--- config.mk ---
export PLATFORM = sky130hd
export DESIGN_NAME = decode_issue
export DESIGN_NICKNAME = d
export VERILOG_FILES = /design/src/rtl/decode_issue.sv
export SDC_FILE = /design/constraint.sdc
export NUM_CORES = 1
export LEC_CHECK = 0
export CAP_MARGIN = 20
export CORE_MARGIN = 2
export CORE_UTILIZATION = 39
export CTS_CLUSTER_SIZE = 30
export DETAILED_ROUTE_END_ITERATION = 10
export PLACE_DENSITY_LB_ADDON = 0.15
export REMOVE_ABC_BUFFERS = 1
export SLEW_MARGIN = 20
export SYNTH_ARGS = -nofsm -noshare
export SYNTH_HDL_FRONTEND = slang
export SYNTH_SLANG_ARGS = --single-unit
--- constraint.sdc ---
create_clock -name clk -period 1.8 [get_ports clk]
set_input_delay 0.27 -clock clk [delete_from_list [all_inputs] [get_ports clk]]
set_output_delay 0.27 -clock clk [all_outputs]
set_load 0.02 [all_outputs]
--- src/rtl/decode_issue.sv ---
// rtl/decode_issue.sv - rv32i decode-and-issue stage with hazard hold and execute handshake
module decode_issue #(
    parameter int XLEN = 32
) (
    input  logic            clk,
    input  logic            rstn,
    input  logic            i_if_valid,
    output logic            o_if_ready,
    input  logic [31:0]     i_if_instr,
    input  logic [XLEN-1:0] i_if_pc,
    output logic [4:0]      o_rs1_raddr,
    output logic [4:0]      o_rs2_raddr,
    input  logic [XLEN-1:0] i_rs1_rdata,
    input  logic [XLEN-1:0] i_rs2_rdata,
    input  logic            i_rs1_hazard,
    input  logic            i_rs2_hazard,
    output logic [4:0]      o_rd_chkaddr,
    input  logic            i_rd_busy,
    output logic            o_rd_hdvalid,
    output logic [4:0]      o_rd_hdaddr,
    output logic            o_ex_valid,
    input  logic            i_ex_ready,
    output logic [XLEN-1:0] o_ex_pc,
    output logic [XLEN-1:0] o_ex_rs1_data,
    output logic [XLEN-1:0] o_ex_rs2_data,
    output logic [XLEN-1:0] o_ex_imm,
    output logic [6:0]      o_ex_opcode,
    output logic [2:0]      o_ex_funct3,
    output logic            o_ex_funct7b5,
    output logic [4:0]      o_ex_rd_addr,
    output logic            o_ex_rd_wen,
    output logic            o_ex_illegal,
    input  logic            i_flush
);

    localparam logic [6:0] OP_LUI    = 7'b0110111;
    localparam logic [6:0] OP_AUIPC  = 7'b0010111;
    localparam logic [6:0] OP_JAL    = 7'b1101111;
    localparam logic [6:0] OP_JALR   = 7'b1100111;
    localparam logic [6:0] OP_BRANCH = 7'b1100011;
    localparam logic [6:0] OP_LOAD   = 7'b0000011;
    localparam logic [6:0] OP_STORE  = 7'b0100011;
    localparam logic [6:0] OP_OPIMM  = 7'b0010011;
    localparam logic [6:0] OP_OP     = 7'b0110011;
    localparam logic [6:0] OP_MISC   = 7'b0001111;
    localparam logic [6:0] OP_SYSTEM = 7'b1110011;

    logic [6:0]      opcode;
    logic [4:0]      rs1_field;
    logic [4:0]      rs2_field;
    logic [4:0]      rd_field;
    logic            sign_bit;

    logic            uses_rs1;
    logic            uses_rs2;
    logic            writes_rd;
    logic            illegal;
    logic [XLEN-1:0] imm;

    logic            rs1_used;
    logic            rs2_used;
    logic            rd_wen;
    logic            held_hit;
    logic            stall;
    logic            accept;
    logic            handoff;

    logic            ex_valid_q,    ex_valid_d;
    logic [XLEN-1:0] pc_q,          pc_d;
    logic [XLEN-1:0] rs1_data_q,    rs1_data_d;
    logic [XLEN-1:0] rs2_data_q,    rs2_data_d;
    logic [XLEN-1:0] imm_q,         imm_d;
    logic [6:0]      opcode_q,      opcode_d;
    logic [2:0]      funct3_q,      funct3_d;
    logic            funct7b5_q,    funct7b5_d;
    logic [4:0]      rd_addr_q,     rd_addr_d;
    logic            rd_wen_q,      rd_wen_d;
    logic            illegal_q,     illegal_d;

    assign opcode    = i_if_instr[6:0];
    assign rs1_field = i_if_instr[19:15];
    assign rs2_field = i_if_instr[24:20];
    assign rd_field  = i_if_instr[11:7];
    assign sign_bit  = i_if_instr[31];

    assign o_rs1_raddr  = rs1_field;
    assign o_rs2_raddr  = rs2_field;
    assign o_rd_chkaddr = rd_field;

    // Opcode decode: operand usage, immediate format and legality
    always_comb begin
        uses_rs1  = 1'b0;
        uses_rs2  = 1'b0;
        writes_rd = 1'b0;
        illegal   = 1'b0;
        imm       = '0;
        case (opcode)
            OP_LUI, OP_AUIPC: begin
                writes_rd = 1'b1;
                imm       = {{(XLEN-31){sign_bit}}, i_if_instr[30:12], 12'b0};
            end
            OP_JAL: begin
                writes_rd = 1'b1;
                imm       = {{(XLEN-20){sign_bit}}, i_if_instr[19:12], i_if_instr[20],
                             i_if_instr[30:21], 1'b0};
            end
            OP_JALR, OP_LOAD, OP_OPIMM: begin
                uses_rs1  = 1'b1;
                writes_rd = 1'b1;
                imm       = {{(XLEN-11){sign_bit}}, i_if_instr[30:20]};
            end
            OP_BRANCH: begin
                uses_rs1 = 1'b1;
                uses_rs2 = 1'b1;
                imm      = {{(XLEN-12){sign_bit}}, i_if_instr[7], i_if_instr[30:25],
                            i_if_instr[11:8], 1'b0};
            end
            OP_STORE: begin
                uses_rs1 = 1'b1;
                uses_rs2 = 1'b1;
                imm      = {{(XLEN-11){sign_bit}}, i_if_instr[30:25], i_if_instr[11:7]};
            end
            OP_OP: begin
                uses_rs1  = 1'b1;
                uses_rs2  = 1'b1;
                writes_rd = 1'b1;
            end
            OP_MISC, OP_SYSTEM: begin
                writes_rd = 1'b0;
            end
            default: begin
                illegal = 1'b1;
            end
        endcase
    end

    // Hazard check: hold while a used source or the destination has a pending writer
    always_comb begin
        rs1_used = uses_rs1 && (rs1_field != 5'd0);
        rs2_used = uses_rs2 && (rs2_field != 5'd0);
        rd_wen   = writes_rd && (rd_field != 5'd0);
        // The held bundle has not claimed rd yet, so compare against it directly
        held_hit = ex_valid_q && rd_wen_q &&
                   ((rs1_used && (rd_addr_q == rs1_field)) ||
                    (rs2_used && (rd_addr_q == rs2_field)) ||
                    (rd_wen   && (rd_addr_q == rd_field)));
        stall    = i_if_valid &&
                   ((rs1_used && i_rs1_hazard) ||
                    (rs2_used && i_rs2_hazard) ||
                    (rd_wen && i_rd_busy) ||
                    held_hit);
        o_if_ready   = !i_flush && !stall && (!ex_valid_q || i_ex_ready);
        accept       = i_if_valid && o_if_ready;
        handoff      = ex_valid_q && i_ex_ready && !i_flush;
        o_rd_hdvalid = handoff && rd_wen_q;
        o_rd_hdaddr  = rd_addr_q;
    end

    // Next state of the execute bundle: load on accept, drop on handoff or flush
    always_comb begin
        ex_valid_d = ex_valid_q;
        pc_d       = pc_q;
        rs1_data_d = rs1_data_q;
        rs2_data_d = rs2_data_q;
        imm_d      = imm_q;
        opcode_d   = opcode_q;
        funct3_d   = funct3_q;
        funct7b5_d = funct7b5_q;
        rd_addr_d  = rd_addr_q;
        rd_wen_d   = rd_wen_q;
        illegal_d  = illegal_q;
        if (i_flush) begin
            ex_valid_d = 1'b0;
        end else if (accept) begin
            ex_valid_d = 1'b1;
            pc_d       = i_if_pc;
            rs1_data_d = rs1_used ? i_rs1_rdata : '0;
            rs2_data_d = rs2_used ? i_rs2_rdata : '0;
            imm_d      = imm;
            opcode_d   = opcode;
            funct3_d   = i_if_instr[14:12];
            funct7b5_d = i_if_instr[30];
            rd_addr_d  = writes_rd ? rd_field : 5'd0;
            rd_wen_d   = rd_wen;
            illegal_d  = illegal;
        end else if (handoff) begin
            ex_valid_d = 1'b0;
        end
    end

    // Bundle registers with asynchronous reset
    always_ff @(posedge clk or negedge rstn) begin
        if (!rstn) begin
            ex_valid_q <= 1'b0;
            pc_q       <= '0;
            rs1_data_q <= '0;
            rs2_data_q <= '0;
            imm_q      <= '0;
            opcode_q   <= '0;
            funct3_q   <= '0;
            funct7b5_q <= 1'b0;
            rd_addr_q  <= '0;
            rd_wen_q   <= 1'b0;
            illegal_q  <= 1'b0;
        end else begin
            ex_valid_q <= ex_valid_d;
            pc_q       <= pc_d;
            rs1_data_q <= rs1_data_d;
            rs2_data_q <= rs2_data_d;
            imm_q      <= imm_d;
            opcode_q   <= opcode_d;
            funct3_q   <= funct3_d;
            funct7b5_q <= funct7b5_d;
            rd_addr_q  <= rd_addr_d;
            rd_wen_q   <= rd_wen_d;
            illegal_q  <= illegal_d;
        end
    end

    assign o_ex_valid    = ex_valid_q;
    assign o_ex_pc       = pc_q;
    assign o_ex_rs1_data = rs1_data_q;
    assign o_ex_rs2_data = rs2_data_q;
    assign o_ex_imm      = imm_q;
    assign o_ex_opcode   = opcode_q;
    assign o_ex_funct3   = funct3_q;
    assign o_ex_funct7b5 = funct7b5_q;
    assign o_ex_rd_addr  = rd_addr_q;
    assign o_ex_rd_wen   = rd_wen_q;
    assign o_ex_illegal  = illegal_q;

endmodule

==> results of run 1 <==
power by group:
group	internal (mW)	switching (mW)
sequential	3.56	0.152
clock	2.29	1.41
combinational	1.38	1.00
total	7.23	2.56
metrics by stage:
stage               TNS, ns  setup slack [ns]
floorplan           -316.74             -2.31
global placement    -154.87             -1.13
detailed placement  -162.35             -1.24
CTS                  -68.98            -0.551
global route         -73.99            -0.596
finish               -60.56            -0.504
worst min path at each step:
stage | end | slack (ns) | cells past startpoint
after floorplan | o_ex_funct3[0] | -0.03 | 0
after global routing | o_ex_imm[15] | 0.28 | 4
after global placement | o_ex_pc[0] | 0.24 | 1
after CTS | o_ex_imm[16] | 0.27 | 4
final | o_ex_imm[15] | 0.27 | 4
after detailed placement | o_ex_imm[29] | 0.25 | 1
cells by family (layout without fill, tap and decap cells):
family | after synthesis | after routing
flip-flops | 147 | 147
buffers and inverters | 150 | 551
XOR/XNOR | 15 | 15
AND/OR/NAND/NOR | 117 | 117
multiplexers | 145 | 145
AO/OA/AOI/OAI | 51 | 51
worst register-to-register path: stages (launching register included):
cell and delay, ns:
dfrtp_2 0.45, xor2_1 0.17, nor3_2 0.17, nand3_1 0.10, o211a_1 0.24, buf_6 0.12
o21ba_4 0.20, buf_12 0.14, buf_16 0.14, buf_12 0.14, buf_8 0.13, mux2i_4 0.17
cell type report:
type / count / area, µm²
Fill cell: 1367 / 5890
Timing Repair Buffer: 421 / 4360
Sequential cell: 147 / 3680
Multi-Input combinational cell: 328 / 2750
Clock buffer: 20 / 467
Inverter: 100 / 375
Tap cell: 229 / 287
Clock inverter: 10 / 146
synthesized netlist by cell type, types with 2 or more instances:
cell type / number
nor2_1: 8
mux2_2: 6
o22ai_1: 2
buf_6: 10
o211a_1: 2
mux2_4: 40
nand3b_1: 3
o21ai_0: 4
inv_1: 100
a22o_1: 4
dfrtp_1: 147
buf_12: 6
nand3_1: 4
mux2_1: 3
nor3_1: 8
xnor2_1: 4
or4_1: 2
a21oi_1: 25
and2_1: 2
xor2_1: 11
o32ai_1: 2
clkbuf_1: 13
nand2b_1: 2
nand4_1: 2
buf_4: 20
nand2_1: 78
mux2i_1: 96
cell usage in the layout, fill, tap and decap left out, types with 4 or more instances in the layout:
master             n
a21oi_1           25
a22o_1             4
buf_12            23
buf_16             6
buf_2              5
buf_4             72
buf_6             13
buf_8              4
clkbuf_16         17
clkdlybuf4s50_1  272
dfrtp_1          144
dlygate4sd2_1     19
inv_1            100
inv_6              4
mux2_2             6
mux2_4            42
mux2i_1           88
mux2i_2            7
nand2_1           78
nand3_1            4
nor2_1             8
nor3_1             5
xnor2_1            4
xor2_1            11
metal layers:
metal	up-vias	part of all wire
li1	2799	-
met1	2956	0.40
met2	192	0.51
met3	38	0.056
met4	0	0.028
met5	-	0
what timing repair did:
action	CTS	global route
buffers inserted	37	6
hold endpoints to repair	43	0
cloned	5	0
pin swaps	13	6
hold buffers	1	0
resized for setup	86	26
endpoints found under the setup margin	163	151
state kept, by name (all words and copies together), names as in the netlist:
name	cells
o_ex_funct7b5	1
o_ex_pc	32
o_ex_rd_wen	1
o_ex_funct3	3
o_ex_imm	32
o_ex_rs1_data	32
o_ex_valid	1
o_ex_illegal	1
o_ex_rd_addr	5
o_ex_rs2_data	32
o_ex_opcode	7
==> impl_summary.md, run 1 <==
Setup path
The slowest cell on the critical path is dfrtp_2. The capture point of the critical path is o_ex_rs1_data[21]. The kind of cell with the highest combined delay on the critical path is buffers and inverters. The worst setup path is captured at a register. The worst setup path is launched from a register. The critical path goes through xor2_1 -> nor3_2 -> nand3_1 -> o211a_1 -> buf_6 -> o21ba_4 -> buf_12 -> buf_16 -> buf_12 -> buf_8 -> mux2i_4. The category of the most critical setup path is reg2reg.

The arrival time reported for the critical path endpoint is 2.61 ns. The cell count along the critical path is 11. The critical register-to-register path endpoint is o_ex_rs1_data[21]. The worst register-to-register path begins at o_ex_rd_addr[3]. For the worst setup path, the data required time is 2.11 ns. The largest single stage delay on the critical path is 0.45 ns. The cell occurring most often along the worst timing path is buf_12. The total buffers and inverters traversed by the critical path is 5. Of all nets on the critical path, the largest fanout is 7. The critical path launch point is o_ex_rd_addr[3].

The setup check on the worst reg-to-reg path leaves a slack of -0.50 ns. The number of cells on the worst reg-to-reg path is 11.

Synthesis
The portion of the post-synthesis area used by sequential elements is 0.514. The count of flip-flops with a built-in enable after synthesis is 0. The complex-gate fraction of the synthesized area is 0.0484. The area of the mapped netlist is 0.00716 mm². The post-synthesis mux area share is 0.232. Counting distinct cell types in the post-synthesis netlist gives 48. During synthesis, Yosys emitted a total of 0 warnings. After synthesis, the largest family of logic cells by area is multiplexers.

The post-synthesis instance total is 625. After synthesis the netlist holds a flip-flop and latch count of 147. Among all flip-flop cells after synthesis, the most frequent one is dfrtp_1.

The post-synthesis simple-gate area fraction is 0.0734. Of the post-synthesis cell area, the dominant cell type holds 0.514. The share of synthesized registers carrying an async set or reset is 1.00. Of the total synthesized cell area, the portion taken by full adders, half adders and majority gates is 0. Yosys attributes the largest share of cell area to dfrtp_1 (51%), mux2i_1 (13%), mux2_4 (8.4%), inv_1 (5.2%), nand2_1 (4.1%). The biggest area contributor in the post-synthesis netlist is dfrtp_1. Of the total synthesized cell area, the portion taken by XOR and XNOR cells is 0.0184. The mean instance size in the synthesized netlist is 11.5 µm².

Finish
Once layout is done, the placed cells without fillers occupy 0.0121 mm². The antenna diode instance count is 0. The final core area utilization is 0.672.

Of the cells placed in the final design, the portion with a size suffix greater than 1 is 0.218. From synthesis to final layout, the design area changed by 68.7%. The number of standard cells in the final layout excluding fillers is 1,255.

The total number of nets in the final design is 1,151.

Global routing
The global routing met3 resource utilization is 0.0578. The number of antenna violations at the first check in global routing is 0. After global routing, the most crowded layer is met2. Entering global routing, the biggest net connects 47 pins. The first global-routing pass estimated 34.5 mm of wire.

The number of global-route vias before repair is 6,385. After global routing the overflow that remains totals 0. Across every metal layer, demand over resource in global routing totals 0.226. The met2 usage is 0.400. For met1 alone, demand over resource in global routing was 0.265.

CTS
The clock tree synthesis step divided the H-tree into 4 levels. Counting along the longest clock path gives a buffer depth of 2. The clock buffer count from CTS is 17. The clock sink count is 147. The tree is rooted in a clkbuf_16.

For the worst-skew pair, the clock arrives at the later sink with an insertion delay of 0.43 ns. The clock-pin transition on the worst setup and hold timing paths is 0.06 ns. The clock tree from TritonCTS is built.

Pwr
The leakage power total is 5.25 nW. Total power for the finished layout comes to 9.79 mW. IR analysis of the VDD net gives a maximum drop of 0.000641 V. The power per unit of standard cell area is 811 mW/mm².

Detailed routing
The violation count after the first detailed-route iteration is 250. The first TritonRoute pass finished after 4 iterations. The via count of the routed design is 5,985. In the final routed layout, each cell accounts on average for 17.3 µm. The number of nets with antenna violations after detailed routing is 0. For this run, design rule violations remaining after detail routing come to 0.

The mean number of vias per cell is 4.77. Summed over all layers, the routed wires come to 21.7 mm.

Outcome
The final reports fail on setup timing. The flow ran to the end, but the final reports show violations.

STA
The final count of pins violating max slew came to 0. Across all setup checks in the final design, the least slack found is -0.504 ns. The time the worst path needs with I/O delays and setup is 2.30 ns. The setup violation total in the final timing report is 147. For this run, the top clock speed supported by timing is 434 MHz. The share of the clock period used by the worst path after layout is 1.28. Final hold analysis gives a worst-case slack of 0.265 ns. Setup repair after global routing could not meet its margin everywhere. At the pin with the least slew margin, the transition time is 0.478 ns. The remaining max-slew budget at the tightest pin is 0.682. The total count of hold-check failures in the final report was 0. On the final layout, the worst clock skew is 0.00984 ns.

Placed design
The HPWL after detailed placement is 15.4 mm. In this run the tool buffered the top-level ports with 304 buffer cells. The post-placement cell count is 1,182.

The placed instances occupy a cell area of 0.0108 mm². At the end of routability-driven placement, the weighted congestion stood at 0.863.

Die
The die covers 0.0195 mm². For this configuration, the core starts out at a cell density of 0.398. The core region is 0.0180 mm².

The floorplan step set the die width to 139 µm. The die boundary height is 139 µm. In this run the count of I/O pins placed on the die edge is 305.

Row generation in the floorplan step produced 49 rows.

Flow run
Across the run, the number of max-cap violations was 0.

Hold path
The launch instance of the worst min-delay path is i_if_instr[15]. The path category of the worst min-delay check is in2reg.
Power figures use the tool's default switching activity.
==> inputs of run 2 (changes only) <==
CAP_MARGIN = 25   (was 20)
==> results of run 2 <==
Same layout as run 1: the final DEF is identical, and so are final timing and power.
